### src/rtl/frame_ctrl.sv
// Per-frame controller: on each vsync edge it steps the player position,
// then writes one full wave profile (flat or ramp) into the wave buffer.
module frame_ctrl #(
    parameter int SCREEN_WIDTH  = 1024,
    parameter int SCREEN_HEIGHT = 768,
    parameter int VPOS_STEP     = 100,
    parameter int VPOS_INIT     = 384,
    parameter int FLAT_LEVEL    = 384
) (
    input  logic        vclock,
    input  logic        reset,
    input  logic        vsync,
    input  logic        up,
    input  logic        down,
    input  logic        disp_sel,
    output logic [10:0] p_offset,
    output logic [9:0]  p_vpos,
    output logic [9:0]  wave_index,
    output logic [9:0]  wave_data,
    output logic        wave_we,
    output logic        wave_ready,
    output logic        busy,
    output logic        frame_overrun
);

    localparam logic [10:0] OFFSET_MAX = 11'(SCREEN_WIDTH - 1);
    localparam logic [9:0]  INDEX_MAX  = 10'(SCREEN_WIDTH - 1);
    localparam logic [10:0] VPOS_MAX   = 11'(SCREEN_HEIGHT - 1);
    localparam logic [10:0] STEP       = 11'(VPOS_STEP);
    localparam logic [9:0]  VPOS_RST   = 10'(VPOS_INIT);
    localparam logic [9:0]  FLAT       = 10'(FLAT_LEVEL);

    typedef enum logic [1:0] {IDLE, UPDATE, FILL, DONE} state_t;

    state_t      state_reg, state_next;
    logic [10:0] p_offset_reg, p_offset_next;
    logic [9:0]  p_vpos_reg, p_vpos_next;
    logic [9:0]  wave_index_reg, wave_index_next;
    logic        sel_q_reg, sel_q_next;
    logic        wave_ready_reg, wave_ready_next;
    logic        overrun_reg, overrun_next;
    logic        up_pend_reg, up_pend_next;
    logic        down_pend_reg, down_pend_next;

    // Edge detectors: bit 0 vsync, bit 1 up, bit 2 down.
    logic [2:0] sync_in;
    logic [2:0] sync_rise;
    logic       vsync_rise, up_rise, down_rise;

    assign sync_in = {down, up, vsync};

    generate
        for (genvar gi = 0; gi < 3; gi++) begin : g_edge
            logic q_reg;
            always_ff @(posedge vclock) begin
                if (reset) begin
                    q_reg <= 1'b0;
                end else begin
                    q_reg <= sync_in[gi];
                end
            end
            assign sync_rise[gi] = sync_in[gi] & ~q_reg;
        end
    endgenerate

    assign vsync_rise = sync_rise[0];
    assign up_rise    = sync_rise[1];
    assign down_rise  = sync_rise[2];

    // Position step is evaluated at 11 bits so neither direction can wrap.
    logic [10:0] vpos_ext;
    logic [10:0] vpos_sum;
    logic [9:0]  vpos_stepped;

    always_comb begin
        vpos_ext     = {1'b0, p_vpos_reg};
        vpos_sum     = vpos_ext + STEP;
        vpos_stepped = p_vpos_reg;
        if (up_pend_reg && !down_pend_reg) begin
            vpos_stepped = (vpos_ext < STEP) ? 10'd0 : 10'(vpos_ext - STEP);
        end else if (down_pend_reg && !up_pend_reg) begin
            vpos_stepped = (vpos_sum > VPOS_MAX) ? 10'(VPOS_MAX) : 10'(vpos_sum);
        end
    end

    always_comb begin
        state_next      = state_reg;
        p_offset_next   = p_offset_reg;
        p_vpos_next     = p_vpos_reg;
        wave_index_next = wave_index_reg;
        sel_q_next      = sel_q_reg;
        wave_ready_next = wave_ready_reg;
        overrun_next    = overrun_reg | (vsync_rise && (state_reg != IDLE));
        up_pend_next    = up_pend_reg | up_rise;
        down_pend_next  = down_pend_reg | down_rise;

        case (state_reg)
            IDLE: begin
                if (vsync_rise) begin
                    state_next      = UPDATE;
                    wave_ready_next = 1'b0;
                end
            end
            UPDATE: begin
                state_next      = FILL;
                p_offset_next   = (p_offset_reg == OFFSET_MAX) ? 11'd0 : p_offset_reg + 11'd1;
                p_vpos_next     = vpos_stepped;
                // An edge landing in this very cycle belongs to the next frame.
                up_pend_next    = up_rise;
                down_pend_next  = down_rise;
                sel_q_next      = disp_sel;
                wave_index_next = 10'd0;
            end
            FILL: begin
                wave_index_next = wave_index_reg + 10'd1;
                if (wave_index_reg == INDEX_MAX) begin
                    state_next = DONE;
                end
            end
            DONE: begin
                state_next      = IDLE;
                wave_ready_next = 1'b1;
            end
            default: begin
                state_next = IDLE;
            end
        endcase
    end

    always_ff @(posedge vclock) begin
        if (reset) begin
            state_reg      <= IDLE;
            p_offset_reg   <= 11'd0;
            p_vpos_reg     <= VPOS_RST;
            wave_index_reg <= 10'd0;
            sel_q_reg      <= 1'b0;
            wave_ready_reg <= 1'b0;
            overrun_reg    <= 1'b0;
            up_pend_reg    <= 1'b0;
            down_pend_reg  <= 1'b0;
        end else begin
            state_reg      <= state_next;
            p_offset_reg   <= p_offset_next;
            p_vpos_reg     <= p_vpos_next;
            wave_index_reg <= wave_index_next;
            sel_q_reg      <= sel_q_next;
            wave_ready_reg <= wave_ready_next;
            overrun_reg    <= overrun_next;
            up_pend_reg    <= up_pend_next;
            down_pend_reg  <= down_pend_next;
        end
    end

    assign p_offset      = p_offset_reg;
    assign p_vpos        = p_vpos_reg;
    assign wave_index    = wave_index_reg;
    assign wave_data     = sel_q_reg ? (wave_index_reg + p_offset_reg[9:0]) : FLAT;
    assign wave_we       = (state_reg == FILL);
    assign wave_ready    = wave_ready_reg;
    assign busy          = (state_reg != IDLE);
    assign frame_overrun = overrun_reg;

endmodule

### config.mk
export PLATFORM = sky130hd
export DESIGN_NAME = frame_ctrl
export DESIGN_NICKNAME = d
export VERILOG_FILES = /design/src/rtl/frame_ctrl.sv
export SDC_FILE = /design/constraint.sdc
export NUM_CORES = 1
export LEC_CHECK = 0
export ABC_AREA = 1
export ABC_CLOCK_PERIOD_IN_PS = 2100
export CELL_PAD_IN_SITES_DETAIL_PLACEMENT = 1
export CELL_PAD_IN_SITES_GLOBAL_PLACEMENT = 2
export CORE_ASPECT_RATIO = 1.25
export CORE_UTILIZATION = 28
export DETAILED_ROUTE_END_ITERATION = 8
export PLACE_DENSITY_LB_ADDON = 0.1
export REMOVE_ABC_BUFFERS = 1
export SLEW_MARGIN = 10
export SYNTH_ARGS = -nofsm -noshare
export SYNTH_HDL_FRONTEND = slang
export SYNTH_SLANG_ARGS = --single-unit
### constraint.sdc
create_clock -name vclock -period 2.1 [get_ports vclock]
set_clock_uncertainty 0.05 [all_clocks]
set_input_delay 0.21 -clock vclock [delete_from_list [all_inputs] [get_ports vclock]]
set_output_delay 0.21 -clock vclock [all_outputs]
set_load 0.01 [all_outputs]
# Word-level counts from Yosys, hierarchy flattened
# Cells that the tools add are included.
word_totals:
  reg_bits: 41
  elab_cells: 62
  memories: 0
  mem_bits_ro: 0
  ramBits: 0
  output_inout_bits: 45
  latch_bits: 0
classes:
  eq_ne: 7
  n_lt_le_gt_ge: 2
  n_addsub: 5
  div: 0
  n_mul: 0
  reduce_logical: 13
  n_mux: 14
  bitwise: 9
  n_shift: 0
ops:
  columns: ["operator", "n"]
  rows:
  - ["10-bit 2-to-1 mux", 5]
  - ["10-bit case mux with 2 select lines", 1]
  - ["10-bit by 7-bit adder with 11-bit output (second input constant)", 1]
  - ["11-bit by 1-bit adder with 11-bit output (second input constant)", 1]
  - ["11-bit by 10-bit == test with 1-bit output (second input constant)", 1]
  - ["11-bit by 10-bit greater-than comparator with 1-bit output (second input constant)", 1]
  - ["11-bit 2-to-1 mux", 1]
  - ["10-bit by 1-bit adder with 10-bit output (second input constant)", 1]
  - ["10-bit adder", 1]
  - ["10-bit == test (second input constant)", 1]
  - ["10-bit by 7-bit < comparator with 1-bit output (second input constant)", 1]
  - ["10-bit by 7-bit subtractor with 10-bit output (second input constant)", 1]
  - ["2-bit case mux with 4 select lines", 1]
  - ["2-bit nonzero test", 4]
  - ["2-bit AND reduction", 3]
  - ["2-bit == test (second input constant)", 2]
  - ["2-bit 2-to-1 mux", 2]
  - ["1-bit AND", 3]
  - ["1-bit logical AND", 3]
  - ["1-bit 2-to-1 mux", 3]
  - ["1-bit NOT", 3]
  - ["1-bit bitwise OR", 3]
  - ["2-bit by 1-bit == test with 1-bit output (second input constant)", 1]
  - ["1-bit zero test", 2]
  - ["4 further kinds", 4]

# Depth between registers and ports, before layout
logic_depth:
  word_depth: 5
  depth_mapped: 14
  mapped_depth_nobuf: 14

# Least setup slack after synthesis
# OpenSTA, ideal clock, no wires.
synth_timing:
  path_type: "register to output"
  start: "reg wave_index_reg[0], in the netlist wave_index[0]"
  end: "out wave_data[8]"
  stages_incl_launch_ff: 9
  arrival_time_ps: 1849
  setup_slack_ps: -9
  cell_sequence: "dfxtp_1 > ha_1 > inv_1 > fa_1 > o31ai_1 > nand2_1 > o311ai_0 > a21oi_1 > o21ai_0"
synth_via:
  elab_chain_len: 2
synth_rtl:
  columns: ["element", "line", "rtl"]
  rows:
  - ["start: declaration", "38", "logic [9:0] wave_index_reg, wave_index_next;"]
  - ["start signal: assignment", "145", "wave_index_reg <= wave_index_next;"]
  - ["10-bit adder", "157", "assign wave_data = sel_q_reg ? (wave_index_reg + p_offset_reg[9:0]) : FLAT;"]
  - ["10-bit 2-to-1 mux", "157", null]
  - ["end: declaration", "19", "output logic [9:0] wave_data,"]
# No other way between the ends.

# Worst setup path in the final report
# Same ends and word-level chain as after synthesis.

==> summary.txt <==
Outcome
  – Status: finished with violations
  – Failing checks: setup timing

Routing
  – Via count: 2782
  – Pre-Repair DR Iteration Count: 4
  – Vias/cell: 4.74
  – Wirelength, routed: 8.60 mm
  – DRC errors left: 0
  – DRT antenna net count: 0
  – Initial drt markers: 59
  – DR WL/cell: 14.7 um

Synth
  – Library cells used by synthesis: 37
  – Synth Area in Adders: 0.106
  – Mapped Cells: 371
  – Post-Synth Simple-Gate Area: 0.268
  – #FFs+latches synth: 40
  – Compound-gate portion of the synthesized area: 0.187
  – Synth warn: 0
  – Seq/Total Area, Yosys: 0.313
  – Xor/xnor cell area share of the yosys netlist: 0.0240
  – Main combinational cell family by area after synthesis: simple AND/OR/NAND/NOR gates
  – Post-synthesis mux area share: 0
  – Syn avg cell area: 6.89 um^2
  – Mapped Area: 2560 um^2

Power
  – Clock network fraction of total power: 0.183
  – Psw: 1.28 mW
  – PD cells: 798 nW/um^2
  – Max VDD drop: 0.448 mV
  – Sw Share: 0.418
  – Lkg Pwr: 1.67 nW
  – Logic pwr share: 0.486
  – Power Internal: 1.77 mW
  – Seq pwr share: 0.331
  – PnR Total Power: 3.05 mW

Timing
  – Slew headroom: 0.755
  – Slew @ Worst Pin: 365 ps
  – Fmax: 460 MHz
  – Crit share post-route: 1.04
  – Post-layout min period: 2170 ps
  – Slew Viols, Final: 0
  – Hold_ws: 375 ps
  – PnR worst setup slack: -74.2 ps
  – Final setup vio count: 3
  – RSZ-0062 raised after global routing: yes
  – Hold Vio Cnt, Final: 0

Finish
  – Number of flip-flops in the largest register: 11
  – Fin nets: 493
  – Ant diodes: 0
  – Filler cells: 1104
  – Layout cells sized above 1: 0.257
  – Commonest cells after routing, fill and taps aside: nand2_1, inv_1, clkdlybuf4s50_1, buf_4, nor2_1
  – Most common cell after layout, fill and taps aside: nand2_1
  – P&R area growth vs syn: 49.5%

Global routing
  – Met1 GRT Util: 0.215
  – Met3 track demand over resource: 0.0310
  – Number of global-route vias before repair: 2979
  – GR peak layer: met2
  – Overall routing resource usage: 0.194
  – Met2 usage in global routing: 0.373
  – First-pass GRT wire length: 14.1 mm
  – Largest net degree at the start of global routing: 13
  – Antenna violations before repair: 0
  – Total grt overflow: 0

CTS
  – Post-CTS Hold Buffers: 0
  – Skew-Pair Late Insertion Delay: 300 ps
  – CTS tree: done
  – Root Driver: clkbuf_8
  – Worst-case clock buffer depth: 2
  – Clock net sink count: 40
  – H-tree Lvls: 2
  – CTS Buf Count: 5
  – Clock slew at reported path FFs: 90 ps

Die
  – Starting Density: 0.291
  – Core ar.: 8800 um^2
  – Chip width: 87.5 um
  – Die area: 9520 um^2
  – Row Count: 38
  – Die Ht: 109 um
  – Ports: 51

Worst setup path
  – Startpoint type of the worst setup path: flop
  – Crit. End Element: output port
  – CP Data Required Time: 1840 ps
  – Worst setup path category: flop to output port
  – Critical path arrival: 1910 ps
  – Max FO, Critical Path: 3

Run
  – Max-cap viol count: 0

Placement
  – Post-DP HPWL: 6.72 mm
  – Final Wtd Congestion: 0.804
  – Port Buffers: 50

Worst hold path
  – Tightest Hold Check Type: flop to flop
-- logic make-up after synthesis --
logic type | count (synthesis)
adders and majority gates | 21
and+or+nand+nor | 155
buffers and inverters | 65
xor gates and xnor gates | 7
DFF | 40
AOI/OAI and AO/OA | 83
-- synth_stat cells --
master	number	area share
o2111ai_1	1	0.0034
or2_2	1	0.0024
nor2_4	1	0.0044
ha_1	20	0.098
xor2_1	7	0.024
nand3_2	2	0.0078
nand2_2	4	0.0098
a31oi_1	3	0.0073
o21ai_1	3	0.0059
inv_2	1	0.0015
a21oi_1	36	0.070
inv_1	57	0.084
a21o_1	1	0.0029
nor3b_1	2	0.0059
nand4_1	3	0.0073
a211oi_1	3	0.0088
buf_4	2	0.0059
nor2_1	37	0.054
dfxtp_1	40	0.31
o211ai_1	1	0.0029
o21ai_0	19	0.037
buf_6	1	0.0044
or3_1	1	0.0024
fa_1	1	0.0078
nand2_1	65	0.095
nor4_1	1	0.0024
clkbuf_1	2	0.0029
nor3_1	12	0.023
o311ai_0	1	0.0034
o21a_1	7	0.021
a21oi_2	2	0.0069
and3b_1	1	0.0034
o21bai_1	2	0.0059
clkinv_2	1	0.0020
o31ai_1	4	0.012
nand3_1	25	0.049
buf_1	1	0.0015
-- metal layers --
metal | part of all wire | wire length (um)
met5 | 0 | 0
met3 | 0.029 | 249
met1 | 0.41 | 3540
met4 | 0.016 | 139
met2 | 0.54 | 4680
-- power by group through the flow --
stage	clock [mW]	sequential [mW]	combinational, mW
after global routing	0.608	1.03	1.68
after CTS	0.574	1.01	1.48
after detailed placement	0	1.01	1.46
final	0.559	1.01	1.48
after global placement	0	1.01	1.42
after floorplan	0	1.03	0.816
-- metrics by stage --
| stage | setup WS, ps | util | cells | TNS [ps] | cell area (um^2) |
|---|---|---|---|---|---|
| 2_1_floorplan | -9.18 | - | 365 | -9.18 | 2520 |
| 3_3_place_gp | -405 | 0.391 | 571 | -1360 | 3440 |
| 3_5_place_dp | -437 | 0.391 | 571 | -1630 | 3440 |
| 4_1_cts | -128 | 0.423 | 585 | -315 | 3720 |
| 5_1_grt | -217 | 0.435 | 587 | -630 | 3820 |
| 6_report | -74.2 | 0.435 | 587 | -131 | 3820 |
-- final cells by class --
type,count,area (um^2),area share
clock buffer,7,86.3,0.0226
clock inverter,1,7.51,0.00196
inverter,59,223,0.0582
multi-input combinational,266,1730,0.452
sequential,40,818,0.214
tap,120,150,0.0393
timing repair buffer,94,811,0.212
-- path summary, 6_finish.rpt --
| kind | from | to | slack, ps | depth (start not counted) |
|---|---|---|---|---|
| worst max register to register | p_vpos[3] | p_vpos[0] | 240 | 12 |
| worst max-delay path | wave_index[0] | wave_data[8] | -70 | 9 |
| worst min-delay path | g_edge[1].q_reg | up_pend_reg | 370 | 1 |
| worst min register to register | g_edge[1].q_reg | up_pend_reg | 370 | 1 |
-- timing repair --
action                                  in CTS  in global routing
resized for setup                           74                 26
pin swaps                                   13                 13
endpoints found under the setup margin       9                 15
setup buffers                                6                  2
-- critical path, stage by stage (launching register included) --
cell      delay, ps
dfxtp_2         360
ha_4            140
inv_2            40
fa_2            370
o31ai_4         200
nand2_1         100
o311ai_2         80
a21oi_1         100
o21ai_1          80
buf_2           140
(Power assumes the default switching activity.)
==> edit (same settings) <==
Make the reset (`reset`) asynchronous in 2 clocked blocks.
--- a/src/rtl/frame_ctrl.sv
+++ b/src/rtl/frame_ctrl.sv
@@ -53,5 +53,5 @@
         for (genvar gi = 0; gi < 3; gi++) begin : g_edge
             logic q_reg;
-            always_ff @(posedge vclock) begin
+            always_ff @(posedge vclock or posedge reset) begin
                 if (reset) begin
                     q_reg <= 1'b0;
@@ -128,5 +128,5 @@
     end
 
-    always_ff @(posedge vclock) begin
+    always_ff @(posedge vclock or posedge reset) begin
         if (reset) begin
             state_reg      <= IDLE;
Formal check against the unedited RTL: differs if reset is asserted again (counterexample within 4 cycles, from zero or initial values and one cycle with reset high); with reset held inactive, the same outputs for 10 cycles.
==> edit against the original RTL <==
Critical endpoint is now wave_data[6]; routed wire length increased by 0.73%; design area increased by 4.8%; worst setup slack improved by 24 ps; synthesized cell count decreased by 5.7%; final cell count decreased by 1.9%; largest cell class unchanged; synthesized area increased by 3.4%; the run still ends with negative setup slack left; register-to-register slack got worse by 50 ps; sequential cell count unchanged.
Power is not compared: it rests on default switching activity, and its combinational part moved more than twofold at a synthesized area within 25%.
==> edit: results (changes against the original RTL) <==
stage,metric,value,unit,change
global_routing,M2 GR Usage,33.7,%,was 37.3%
global_routing,first-pass GRT wire length,14.3,mm,was 14.1 mm
place,Placed Area,3580,µm²,was 3440 µm²
synth,Synth Area in Compound Gates,12.3,%,was 18.7%
clock_tree,setup bufs post-CTS,4,,was 6
cells_and_area,fin area,4010,µm²,was 3820 µm²
place,DP Cell Count,561,,was 571
global_routing,pin count of the biggest net entering global routing,41,,was 13
cells_and_area,inverter count,51,,was 59
synth,top cells by instance count after synthesis,"74 x nand2_1, 49 x inv_1, 38 x dfrtp_1",,"was 65 x nand2_1, 57 x inv_1, 40 x dfxtp_1"
critical_path,r2r setup slk,190,ps,was 240 ps
cells_and_area,nets,479,,was 493
timing,# setup viols final,4,,was 3
cells_and_area,# fillers,1163,,"was 1,104"
clock_tree,post_cts resized,56,,was 74
cells_and_area,"Buffers, non-clock",99,,was 94
timing,slew at the pin with the worst max-slew slack,543,ps,was 365 ps
timing,Final WS setup,-49.9,ps,was -74.2 ps
critical_path,Critical path origin,p_offset[0],,was wave_index[0]
synth,Post-Synth Adder-Cell Area,10.2,%,was 10.6%
synth,Post-Syn Area per Cell,7.55,µm²,was 6.89 µm²
global_routing,vias in the first global route,2880,,"was 2,979"
route,routed wl met2,4.53,mm,was 4.68 mm
critical_path,endpoint arrival time on the critical path,1890,ps,was 1910 ps
critical_path,crit-path max FO,2,,was 3
place,DP Worst Slack,-294,ps,was -437 ps
place,HPWL after DPL,6.73,mm,was 6.72 mm
cells_and_area,ClkCell Share,4.56,%,was 2.45%
cells_and_area,layout cells sized above 1,23.6,%,was 25.7%
hold_path,type of the worst min-delay path,input port to asynchronous set/reset pin,,was flop to flop
outcome,run status,"finished, violations left",,unchanged
timing,setup_tns,-157,ps,was -131 ps
route,wire per inst,15.0,µm,was 14.7 µm
critical_path,worst-case reg-to-reg path depth,13,,was 12
outcome,failing checks,negative setup slack,,unchanged
synth,Synth area leaders,"dfrtp_1 36%, nand2_1 11%, ha_1 9.5%",,"was dfxtp_1 31%, ha_1 9.8%, nand2_1 9.5%"
synth,Synth Flop Type,dfrtp_1,,was dfxtp_1
floorplan,core area,9170,µm²,was 8800 µm²
global_routing,met1 usage,23.5,%,was 21.5%
route,DRT iter0 DRCs,47,,was 59
==> edit: cell count changes in the layout (fill, tap and decap cells not counted), moves of 10 or more <==
cell	change
dfrtp_1	+35
dfxtp_1	-26
dfxtp_2	-14
nand2_1	+12
a21oi_1	-11
nor3_1	-10
==> edit: worst max-delay path, stage by stage, from the launching register on <==
cell and delay (ps):
dfrtp_1 350, ha_2 190, inv_2 50, fa_2 350, buf_6 140, nor3_4 160
nor3_2 60, o21ai_1 120, a21oi_1 50, buf_2 140
==> edit: worst min path at each step <==
| stage | from | end | slack, ps | depth (start not counted) |
|---|---|---|---|---|
| after floorplan | vsync | g_edge[0].q_reg | 190 | 0 |
| after global placement | g_edge[2].q_reg | down_pend_reg | 350 | 1 |
| after global routing | vsync | g_edge[0].q_reg | 350 | 1 |
| after CTS | reset | state_reg[1] | 340 | 3 |
| after detailed placement | g_edge[2].q_reg | down_pend_reg | 380 | 1 |
| final | reset | state_reg[1] | 320 | 3 |
